## src/rtl/rx_pkg.sv

```systemverilog
// -----------------------------------------------------------------------------
// rx_pkg
// Shared constants and helpers for the 802.11a receive chain.
//   - N_CBPS / N_BPSC values for each rate, plus the QPSK defaults
//   - calc_s():     column-rotation step s = max(N_BPSC/2, 1)
//   - deint_addr(): received index j -> natural-order write address k
//   - rd_state_t:   read FSM state encoding for the ping-pong deinterleaver
// -----------------------------------------------------------------------------
package rx_pkg;

  localparam int N_CBPS_BPSK  = 48;
  localparam int N_CBPS_QPSK  = 96;
  localparam int N_CBPS_16QAM = 192;
  localparam int N_CBPS_64QAM = 288;

  localparam int N_BPSC_BPSK  = 1;
  localparam int N_BPSC_QPSK  = 2;
  localparam int N_BPSC_16QAM = 4;
  localparam int N_BPSC_64QAM = 6;

  function automatic int calc_s(input int n_bpsc);
    return ((n_bpsc / 2) > 1) ? (n_bpsc / 2) : 1;
  endfunction

  localparam int DEF_N_CBPS = N_CBPS_QPSK;
  localparam int DEF_N_BPSC = N_BPSC_QPSK;
  localparam int S          = calc_s(DEF_N_BPSC);

  // Undo the second permutation (bit rotation inside a subcarrier group),
  // then the first one (16-column block write / row read).
  function automatic int deint_addr(input int j, input int n_cbps, input int s);
    int i;
    i = s * (j / s) + ((j + (16 * j) / n_cbps) % s);
    return 16 * i - (n_cbps - 1) * ((16 * i) / n_cbps);
  endfunction

  typedef enum logic {
    IDLE  = 1'b0,
    BURST = 1'b1
  } rd_state_t;

endpackage

```

## src/rtl/deint_addr_gen.sv

```systemverilog
// -----------------------------------------------------------------------------
// deint_addr_gen
// Maps the write counter (received coded-bit index) to the bank address that
// holds that bit in natural coded-bit order. The table is fully constant and
// folds into a small combinational ROM.
// Ports:
//   wcnt  in   received index j, 0..N_CBPS-1
//   addr  out  write address k in natural order
// -----------------------------------------------------------------------------
module deint_addr_gen
  import rx_pkg::*;
#(
  parameter int N_CBPS = DEF_N_CBPS,
  parameter int N_BPSC = DEF_N_BPSC
) (
  input  logic [$clog2(N_CBPS)-1:0] wcnt,
  output logic [$clog2(N_CBPS)-1:0] addr
);

  localparam int AW    = $clog2(N_CBPS);
  localparam int S_LOC = calc_s(N_BPSC);

  logic [AW-1:0] rom [N_CBPS];

  for (genvar g = 0; g < N_CBPS; g++) begin : g_rom
    assign rom[g] = AW'(deint_addr(g, N_CBPS, S_LOC));
  end

  assign addr = rom[wcnt];

endmodule

```

## src/rtl/deinterleaver_pingpong.sv

```systemverilog
// -----------------------------------------------------------------------------
// deinterleaver_pingpong
// 802.11a block deinterleaver in front of the Viterbi decoder. Coded bits are
// written serially into one of two banks at their natural-order address; a
// full bank is replayed as one uninterrupted burst of N_CBPS bits while the
// other bank fills.
// Ports:
//   Clk          in   clock, rising edge
//   Reset        in   synchronous active-high reset
//   Data         in   received coded bit (interleaved order)
//   In_Valid     in   Data valid this cycle
//   Out_Ready    in   downstream accepts a new block (checked only at burst start)
//   Out          out  deinterleaved coded bit
//   Out_Valid    out  high for N_CBPS consecutive cycles per block
//   Block_Start  out  pulse on the first bit of each burst
//   Overflow     out  sticky: a bit was dropped because both banks were full
// -----------------------------------------------------------------------------
module deinterleaver_pingpong
  import rx_pkg::*;
#(
  parameter int N_CBPS = DEF_N_CBPS,
  parameter int N_BPSC = DEF_N_BPSC
) (
  input  logic Clk,
  input  logic Reset,
  input  logic Data,
  input  logic In_Valid,
  input  logic Out_Ready,
  output logic Out,
  output logic Out_Valid,
  output logic Block_Start,
  output logic Overflow
);

  localparam int            AW   = $clog2(N_CBPS);
  localparam logic [AW-1:0] LAST = AW'(N_CBPS - 1);

  logic          mem0 [N_CBPS];
  logic          mem1 [N_CBPS];
  logic [AW-1:0] wcnt, waddr, rcnt, ridx;
  logic          wbank, rbank, rd_sel, rd_bit, we;
  logic [1:0]    full;
  rd_state_t     state, state_next;
  logic          load_first, chain, advance, finish;

  deint_addr_gen #(
    .N_CBPS (N_CBPS),
    .N_BPSC (N_BPSC)
  ) u_addr (
    .wcnt (wcnt),
    .addr (waddr)
  );

  // Read FSM: next state and per-cycle read actions.
  always_comb begin
    state_next = state;
    load_first = 1'b0;
    chain      = 1'b0;
    advance    = 1'b0;
    finish     = 1'b0;
    case (state)
      IDLE: begin
        if (full[rbank] && Out_Ready) begin
          state_next = BURST;
          load_first = 1'b1;
        end
      end
      BURST: begin
        if (rcnt == LAST) begin
          finish = 1'b1;
          if (full[~rbank] && Out_Ready) chain = 1'b1;
          else                           state_next = IDLE;
        end else begin
          advance = 1'b1;
        end
      end
      default: state_next = IDLE;
    endcase
  end

  always_ff @(posedge Clk) begin
    if (Reset) state <= IDLE;
    else       state <= state_next;
  end

  // A bank being freed this edge may already take the first bit of the next
  // symbol; the full flag is cleared at the same edge.
  assign we = In_Valid && (!full[wbank] || (finish && (rbank == wbank)));

  // Bit to present next: bit 0 of the bank starting a burst, else rcnt+1.
  always_comb begin
    rd_sel = rbank;
    ridx   = '0;
    if (chain)        rd_sel = ~rbank;
    else if (advance) ridx   = rcnt + 1'b1;
    rd_bit = rd_sel ? mem1[ridx] : mem0[ridx];
  end

  // ---- write stage: bank storage ----
  always_ff @(posedge Clk) begin
    if (we) begin
      if (wbank) mem1[waddr] <= Data;
      else       mem0[waddr] <= Data;
    end
  end

  // Write control and bank-full flags. The set is placed after the clear so
  // a completion always wins over a release in the same edge.
  always_ff @(posedge Clk) begin
    if (Reset) begin
      wcnt     <= '0;
      wbank    <= 1'b0;
      full     <= 2'b00;
      Overflow <= 1'b0;
    end else begin
      if (finish) full[rbank] <= 1'b0;
      if (we) begin
        if (wcnt == LAST) begin
          wcnt        <= '0;
          wbank       <= ~wbank;
          full[wbank] <= 1'b1;
        end else begin
          wcnt <= wcnt + 1'b1;
        end
      end
      if (In_Valid && !we) Overflow <= 1'b1;
    end
  end

  // ---- read stage: registered serial output ----
  always_ff @(posedge Clk) begin
    if (Reset) begin
      Out         <= 1'b0;
      Out_Valid   <= 1'b0;
      Block_Start <= 1'b0;
      rcnt        <= '0;
      rbank       <= 1'b0;
    end else begin
      Block_Start <= load_first || chain;
      if (load_first || chain) begin
        Out       <= rd_bit;
        Out_Valid <= 1'b1;
        rcnt      <= '0;
      end else if (advance) begin
        Out  <= rd_bit;
        rcnt <= rcnt + 1'b1;
      end else if (finish) begin
        Out       <= 1'b0;
        Out_Valid <= 1'b0;
      end
      if (finish) rbank <= ~rbank;
    end
  end

endmodule

```

## config.mk

```make
export PLATFORM = sky130hd
export DESIGN_NAME = deinterleaver_pingpong
export DESIGN_NICKNAME = d
export VERILOG_FILES = /design/src/rtl/rx_pkg.sv /design/src/rtl/deint_addr_gen.sv /design/src/rtl/deinterleaver_pingpong.sv
export SDC_FILE = /design/constraint.sdc
export NUM_CORES = 1
export LEC_CHECK = 0
export ABC_AREA = 0
export CAP_MARGIN = 5
export CELL_PAD_IN_SITES_DETAIL_PLACEMENT = 1
export CELL_PAD_IN_SITES_GLOBAL_PLACEMENT = 1
export CORE_MARGIN = 1
export CORE_UTILIZATION = 46
export CTS_BUF_LIST = sky130_fd_sc_hd__clkbuf_4 sky130_fd_sc_hd__clkbuf_8 sky130_fd_sc_hd__clkbuf_16
export DETAILED_ROUTE_END_ITERATION = 8
export PLACE_DENSITY_LB_ADDON = 0.08
export SLEW_MARGIN = 15
export SYNTH_ARGS = -nofsm -noshare
export SYNTH_HDL_FRONTEND = slang
export SYNTH_SLANG_ARGS = --single-unit
```

## constraint.sdc

```tcl
create_clock -name Clk -period 2.9 [get_ports Clk]
set_clock_uncertainty 0.15 [all_clocks]
set_input_delay 0.58 -clock Clk [delete_from_list [all_inputs] [get_ports Clk]]
set_output_delay 0.58 -clock Clk [all_outputs]
set_load 0.02 [all_outputs]
```

Yosys cells after proc, flatten, opt, wreduce, memory -nomap -nowiden
Memories as Yosys holds them, arrays and structs flattened.
Cells that the tools add are included.
{"block": "classes", "bitwise": 7, "reduce_logical": 16, "eq_ne": 4, "add_sub_neg": 2, "n_mux": 43, "magnitude_cmp": 6}
{"cell": "2-to-1 mux 7 bit", "count": 5}
{"cell": "2-to-1 mux 1 bit", "count": 31}
{"cell": "adder 7 x 1 -> 7 bit, second input constant", "count": 2}
{"cell": "== test 7 bit, second input constant", "count": 2}
{"cell": ">= comparator 8 bit, second input constant", "count": 1}
{"cell": "2-to-1 mux 2 bit", "count": 4}
{"cell": "NOT 7 -> 8 bit", "count": 1}
{"cell": "logical AND 1 bit", "count": 7}
{"cell": "less-than comparator 1 x 2 -> 1 bit, second input constant", "count": 3}
{"cell": "AND reduction 2 bit", "count": 2}
{"cell": "NOT 1 bit", "count": 3}
{"cell": "nonzero test 3 bit", "count": 1}
{"cell": "bitwise AND 2 bit", "count": 1}
{"cell": "demux 1 bit (select 1 bit)", "count": 2}
{"cell": ">= comparator 1 bit, second input constant", "count": 2}
{"cell": "zero test 1 bit", "count": 2}
{"cell": "logical OR 1 bit", "count": 2}
{"cell": "!= test 2 x 1 -> 1 bit, second input constant", "count": 1}
{"cell": "NOT 2 bit", "count": 1}
{"cell": "bitwise OR 2 bit", "count": 1}
{"cell": "case mux 1 bit (2 select lines)", "count": 1}
{"cell": "nonzero test 2 bit", "count": 1}
{"cell": "OR reduction 2 bit", "count": 1}
{"cell": "== test 1 bit", "count": 1}
{"block": "word_totals", "memories": 3, "mem_bits_rw": 192, "inputBits": 5, "out_inout_bits": 4, "elab_cells": 91, "reg_bits": 23, "rom_bits": 896}
{"memory": "(name not given)", "depth": 128, "word_bits": 7, "read_ports": 1, "rd_clocked_by_memory_dff": 0, "write_ports": 0, "line": "deint_addr_gen.sv:29", "source": "assign addr = rom[wcnt];"}
{"memory": "mem0", "depth": 96, "word_bits": 1, "read_ports": 1, "rd_clocked_by_memory_dff": 0, "write_ports": 1, "line": "deinterleaver_pingpong.sv:38", "source": "logic mem0 [N_CBPS];"}
{"memory": "mem1", "depth": 96, "word_bits": 1, "read_ports": 1, "rd_clocked_by_memory_dff": 0, "write_ports": 1, "line": "deinterleaver_pingpong.sv:39", "source": "logic mem1 [N_CBPS];"}

Longest topological paths before layout
Gate-level depths: netlist of the first run.
An unclocked memory read counts as a cell.
{"block": "depth", "ltp_word": 12, "ltp_mapped": 13}

Hierarchy
A second synthesis of the first run with hierarchy kept.
{"block": "hier_totals", "hier_cells": 931, "area_unflattened_um2": 10282.4}
{"mod": "deinterleaver_pingpong", "seq_area_each_um2": 6226.0, "area_per_inst_um2": 9824.4, "cells_per_inst": 864, "n_inst": 1}
{"mod": "deint_addr_gen", "seq_area_each_um2": 0.0, "area_per_inst_um2": 457.9, "cells_per_inst": 67, "n_inst": 1}

Least setup slack after synthesis of the first run
Ideal clock, no wire load.
{"block": "synth_timing", "path_type": "register to register", "startpoint": "register wcnt[2]", "endpoint": "memory mem0[48], enable pin", "setup_time_ps": 300, "path_buffers": 2, "arrival_time_ps": 2333, "required_ps": 2450, "stages_incl_launch_ff": 12, "period_less_slack_ps": 2783, "setup_slack_ps": 117, "cell_sequence": "dfxtp_1 -> buf_2 -> inv_1 -> ha_1 -> nor2_1 -> a21o_1 -> o311ai_0 -> a21oi_1 -> a21oi_1 -> nand3_1 -> clkbuf_1 -> nor2_1"}
{"block": "synth_via", "elab_chain_cells": 4}
{"element": "from (decl)", "line": "deinterleaver_pingpong.sv:40", "source": "logic [AW-1:0] wcnt, waddr, rcnt, ridx;"}
{"element": "from (signal assigned)", "line": "deinterleaver_pingpong.sv:123", "source": "wcnt <= wcnt + 1'b1;"}
{"element": "NOT 7 -> 8 bit (implied by the code)", "line": "deint_addr_gen.sv:29"}
{"element": "memory read (128 x 7 bit)"}
{"element": "2-to-1 mux 7 bit (implied by the code) (2 in series)", "line": "deint_addr_gen.sv:29"}
{"element": "to (decl)", "line": "deinterleaver_pingpong.sv:38"}
No other way between the ends. The select of a mux whose other input is x is not followed.

Final worst setup path of the first run
{"block": "layout_timing", "startpoint": "register rcnt[0]", "endpoint": "register Out"}
{"block": "layout_via", "elab_chain_cells": 9, "elab_cells_between_ends": 18, "classes_between": "1 x add/sub; 1 x eq/ne; 12 x mux; 2 x reduce/logical; 2 x memory"}
{"element": "from (decl)", "line": "deinterleaver_pingpong.sv:40"}
{"element": "from (signal assigned)", "line": "deinterleaver_pingpong.sv:146", "source": "rcnt <= rcnt + 1'b1;"}
{"element": "parallel branches: the longest is 9 deep, another holds adder 7 x 1 -> 7 bit"}
{"element": "to (signal assigned)", "line": "deinterleaver_pingpong.sv:141", "source": "Out <= rd_bit;"}
{"element": "to (signal assigned)", "line": "deinterleaver_pingpong.sv:145", "source": "Out <= rd_bit;"}
{"element": "to (decl)", "line": "deinterleaver_pingpong.sv:29", "source": "output logic Out,"}
Parallel ways; which one is timed is not known.
A chain may end at the register's enable or synchronous reset.

==> flow_summary.yaml, run 1 <==
layout:
  fin_area_mm2: 0.0123
  final_cell_mix: "nor2_1, edfxtp_1, buf_4"
  final_core_util: 0.563
  final_common_cell: "nor2_1"
  nFillCells: 2275
  stdcell_count: 1287
  nets: 1001
  drive_above_1_share: 0.199
  antenna_cells: 0
  area_growth_pct: 19.7
yosys:
  synthArstFlopShare: 0
  synthXorXnorAreaFrac: 0.0111
  synth_top_area_frac: 0.560
  synth_edf_count: 192
  synth_compound_area_frac: 0.124
  synth_area_leader_cell: "edfxtp_1"
  yosysWarnings: 0
  avgSynthCellArea_um2: 11.2
  synth_seq_area_share: 0.604
  syn_inst: 923
  synth_area_leaders: "edfxtp_1, nor2_1, dfxtp_1, mux2i_1, nand2_1"
  synth_top_family_by_area: "simple AND/OR/NAND/NOR gates"
  synthAdderAreaFrac: 0.00729
  syn-num-nets: 934
  yosys_register_bits: 215
  synth.distinct_cells: 69
  synth_flop_cell: "edfxtp_1"
  synth_mux_area_frac: 0.0582
  synthSimpleGateAreaFrac: 0.157
  synth_area_mm2: 0.0103
worst_setup_path:
  crit_type: "reg2reg"
  startpoint_type: "flip-flop"
  r2r-start: "rcnt[0]"
  cp_max_fo: 19
  worst-endpoint-arrival_ps: 3090
  cp-startpoint: "rcnt[0]"
  crit_required_ps: 3170
  end_kind: "flip-flop"
timing:
  drv_slew: 0
  slew_headroom: 0.518
  period_needed_ps: 2810
  fin_tns_setup_ps: 0
  setup_viol: 0
  worst_pin_slew_ps: 723
  fmax_mhz: 356
  period_share: 0.970
  hold_violations: 0
place:
  dp_hpwl_mm: 22.1
  place_inst: 1240
  port_buffers: 8
  place_congestion: 0.857
  dpl-instance-area_mm2: 0.0113
routing:
  drt-total-wl_mm: 31.9
  drt_iter0_drc: 602
  vias_per_cell: 6.10
  antenna_left: 0
  dr_total_vias: 7852
  drt-wirelength-per-cell_um: 24.8
  detail_route.first_pass.iterations: 5
  drc: 0
grt:
  grt_first_pass_wirelength_mm: 48.4
  grt_pass1_vias: 8125
  grt_max_degree: 72
  antenna_found_initial: 0
  gr-total-overflow: 0
  grt_usage: 0.285
cts:
  holdBufCountCts: 0
  cts_root_buf: "clkbuf_16"
  cts.path.max_buffers: 3
  cts_max_level: 1
  cts_buffers: 24
  worstSkewPairLatency_ps: 530
  clock_sinks: 215
  clkSlewWorstSetupHoldPaths_ps: 60
  cts_tree: "built"
floorplan:
  initial_core_util: 0.471
  die_w_um: 152
  rows: 54
  die_y_um: 152
  die_area_mm2: 0.0230
  ios: 9
  coreArea_mm2: 0.0219
run_status:
  status: "completed"
pwr:
  power.density_mw_per_mm2: 556
  ir_drop_mv: 0.411
  total_power_w: 0.00685
  p_leak_nw: 3.93
run:
  max_cap_viol_count: 0
min_path:
  min_from: "Overflow"
  hold_class: "reg2reg"
==> state kept, by name, indices dropped and copies added (netlist names) <==
name and count:
rcnt 7, full 2, rbank 1, Out_Valid 1, Overflow 1, Out 1, wbank 1, mem0 96
mem1 96, state 1, wcnt 7, Block_Start 1
==> critical path, cell delays in order, from the launching register on <==
cell       delay [ps]
dfxtp_2           340
buf_6             180
nand2b_1          240
a21oi_4           180
buf_4             170
mux4_1            590
a22oi_2           230
o2111ai_1         130
o211ai_1          180
a211oi_2          120
a31o_1            200
==> cells by family (layout without fill, tap and decap cells) <==
logic type | after synthesis | in the layout
buffers and inverters | 84 | 168
adders and majority gates | 6 | 6
and+or+nand+nor | 380 | 380
muxes | 46 | 46
AOI/OAI and AO/OA | 179 | 179
xor gates and xnor gates | 13 | 13
DFF | 215 | 215
==> final timing paths <==
check	cells after the start	slack [ps]	endpoint
setup / recovery	10	90	Out
hold / removal	2	350	Overflow
setup reg to reg	10	90	Out
hold reg to reg	2	350	Overflow
==> synthesized netlist by cell type (all sizes together), types with 11 or more instances <==
cell / number
a21oi: 45
a221oi: 15
buf: 28
clkbuf: 46
dfxtp: 23
edfxtp: 192
mux2i: 28
nand2: 65
nand3: 22
nor2: 229
nor3: 18
o211ai: 13
o21ai: 23
o221ai: 11
==> layer usage <==
| metal | up-vias | global-route usage | share of wire |
|---|---|---|---|
| met1 | 4042 | 0.391 | 0.43 |
| li1 | 3537 | - | - |
| met4 | 0 | 0.0792 | 0.025 |
| met2 | 214 | 0.475 | 0.49 |
| met5 | - | 0 | 0 |
| met3 | 59 | 0.0374 | 0.050 |
==> through the flow <==
step | worst slack (ps) | hold slack [ps]
finish | 88.2 | 347
CTS | 2.27 | 349
global route | -19.9 | 390
detailed placement | -126 | 332
global placement | -37.5 | 297
floorplan | 117 | 329
==> power by group <==
part	internal, W	switching, W
Sequential	0.00337	0.00000639
Combinational	0.0000545	0.000128
Clock	0.00203	0.00126
Total	0.00546	0.00140
==> layout make-up <==
class	instances	area [um^2]	area share
repair buffers	115	1050	0.0855
multi-input cells	624	3810	0.309
flip-flops and latches	215	6230	0.505
clock inverters	16	209	0.0169
well taps	280	350	0.0284
clock buffers	27	641	0.0519
inverters	10	37.5	0.00304
==> timing repair <==
action,CTS,global route
setup endpoints to repair,2,187
setup buffers,4,0
pin swaps,4,1
resized for setup,7,29
Note: power is estimated with default switching activity, not from simulation.
==> inputs of run 2 (changes only) <==
--- a/config.mk
+++ b/config.mk
@@ -10,10 +10,11 @@
 export CELL_PAD_IN_SITES_DETAIL_PLACEMENT = 1
 export CELL_PAD_IN_SITES_GLOBAL_PLACEMENT = 1
 export CORE_MARGIN = 1
-export CORE_UTILIZATION = 46
+export CORE_UTILIZATION = 35
 export CTS_BUF_LIST = sky130_fd_sc_hd__clkbuf_4 sky130_fd_sc_hd__clkbuf_8 sky130_fd_sc_hd__clkbuf_16
 export DETAILED_ROUTE_END_ITERATION = 8
 export PLACE_DENSITY_LB_ADDON = 0.08
+export REMOVE_ABC_BUFFERS = 1
 export SLEW_MARGIN = 15
 export SYNTH_ARGS = -nofsm -noshare
 export SYNTH_HDL_FRONTEND = slang
==> run 2 against run 1 <==
  * Power down 1.5%
  * Setup slack worse by 7.5 ps
  * Cell count rose by 8.7%
  * Via count down 1.5%
  * Register-to-register slack about the same
  * Sequential power about the same
  * Utilization decreased by 13 points
  * First-iteration DRC count increased by 2.8%
  * Fmax fell by 0.27%
  * Hold slack got worse by 16 ps
  * Highest routed layer unchanged
  * Sequential share of layout area is 0.87 points lower
  * Count of clock-buffer cells in the layout up 5
==> flow_summary.yaml, run 2 (synthesis results as in run 1) <==
grt:
  grt_pass1_vias: 8219
  grt_first_pass_wirelength_mm: 51.0
  gr-total-overflow: 0
  antenna_found_initial: 0
  grt_max_degree: 66
  grt_usage: 0.225
cts:
  cts_root_buf: "clkbuf_16"
  cts.path.max_buffers: 3
  clkSlewWorstSetupHoldPaths_ps: 50
  holdBufCountCts: 0
  cts_max_level: 1
  worstSkewPairLatency_ps: 530
  cts_tree: "built"
  clock_sinks: 215
  cts_buffers: 26
worst_setup_path:
  r2r-start: "rcnt[0]"
  rrSetupSlack_ps: 80
  crit_required_ps: 3230
  crit_type: "reg2reg"
  cp_max_fo: 21
  ff2ff_path_depth: 11
  worstReg2RegEnd: "Out"
  worst-endpoint-arrival_ps: 3150
  startpoint_type: "flip-flop"
  end_kind: "flip-flop"
layout:
  final_common_cell: "nor2_1"
  nets: 1006
  final_cell_mix: "nor2_1, edfxtp_1, buf_4"
  area_growth_pct: 21.8
  antenna_cells: 0
  stdcell_count: 1399
  top_regs: "mem0 x96, mem1 x96"
  drive_above_1_share: 0.200
  fin_area_mm2: 0.0125
pwr:
  p_seq_frac: 0.501
  p_sw_w: 0.00140
  sw_frac_of_total: 0.208
  power.density_mw_per_mm2: 538
  total_power_w: 0.00675
  pwr-share-comb: 0.029
  clkPwrFrac: 0.470
  internal-power_w: 0.00534
  ir_drop_mv: 0.375
  p_leak_nw: 4.00
place:
  dp_worst_setup_slack_ps: -175
  dp_hpwl_mm: 23.2
  dpl-instance-area_mm2: 0.0115
  place_congestion: 0.917
  place_inst: 1342
  port_buffers: 8
floorplan:
  die_y_um: 174
  die_area_mm2: 0.0301
  ios: 9
  die_w_um: 174
  rows: 62
  coreArea_mm2: 0.0289
  initial_core_util: 0.357
min_path:
  holdPathEnd: "Overflow"
  min_from: "Overflow"
  min_path_cells: 2
  hold_class: "reg2reg"
timing:
  setup_viol: 0
  slew_headroom: 0.546
  drv_slew: 0
  fmax_mhz: 355
  hold_violations: 0
  fin_tns_setup_ps: 0
  period_needed_ps: 2820
  worst_pin_slew_ps: 681
  layout_setup_ws_ps: 80.7
  period_share: 0.972
routing:
  drt_iter0_drc: 619
  vias_per_cell: 5.53
  drc: 0
  drt-wirelength-per-cell_um: 24.2
  antenna_left: 0
  dr_total_vias: 7738
  detail_route.first_pass.iterations: 4
  drt-total-wl_mm: 33.8
run_status:
  status: "completed"
run:
  max_cap_viol_count: 0
-- run 2: changes by cell type in the layout (fill, tap and decap cells not counted), sizes merged --
| cell | change |
|---|---|
| clkbuf | +5 |
| buf | +3 |
| inv | -1 |
| clkinvlp | -3 |
| clkinv | +7 |
| bufinv | -3 |
-- run 2: power by group through the flow --
stage	Sequential (W)	Combinational, W	Clock (W)
finish	0.00338	0.000193	0.00317
global route	0.00338	0.000210	0.00336
CTS	0.00338	0.000185	0.00324
detailed placement	0.00345	0.000184	0
global placement	0.00345	0.000176	0
floorplan	0.00345	0.0000644	0
-- run 2: worst max path at each step --
stage	endpoint	depth (start not counted)	slack, ps	start
after floorplan	Out	8	-1660	rcnt[0]
after global placement	Out	10	-160	rcnt[0]
after detailed placement	Out	10	-170	rcnt[0]
after CTS	Out	9	0.1	rcnt[1]
after global routing	Out	9	-5	rcnt[1]
final	Out	11	80	rcnt[0]
-- run 2: area by class of cell --
type                            count  area [um^2]
Clock buffer                       32          713
Clock inverter                     16          123
Fill cell                        3146        16300
Inverter                           10         41.3
Multi-Input combinational cell    624         3820
Sequential cell                   215         6230
Tap cell                          384          480
Timing Repair Buffer              118         1140
-- run 2: stage by stage --
stage / util / hold WS (ps)
final: 0.435 / 331
after global placement: 0.398 / 303
after global routing: 0.435 / 360
after detailed placement: 0.398 / 320
after CTS: 0.428 / 336
after floorplan: - / 323
-- run 2: routing by layer --
layer  wire length [um]  global-route usage
met4               1180              0.0782
met3               1790              0.0360
met1              15000               0.307
met5                  0                   0
met2              15800               0.364
-- run 2: timing repair --
item | 4_1_cts | 5_1_grt
pin swaps | 0 | 1
endpoints found under the setup margin | 52 | 197
gates resized for setup | 9 | 27
cloned | 0 | 0
setup buffers | 0 | 9
-- run 2: critical path, stage by stage, from the launching register on --
cell,delay [ps]
dfxtp_1,320
ha_2,200
buf_4,150
xnor2_2,170
nor2_4,240
buf_12,210
buf_4,190
mux4_2,560
nand2_1,100
a21oi_1,90
a211oi_1,250
a31o_1,130
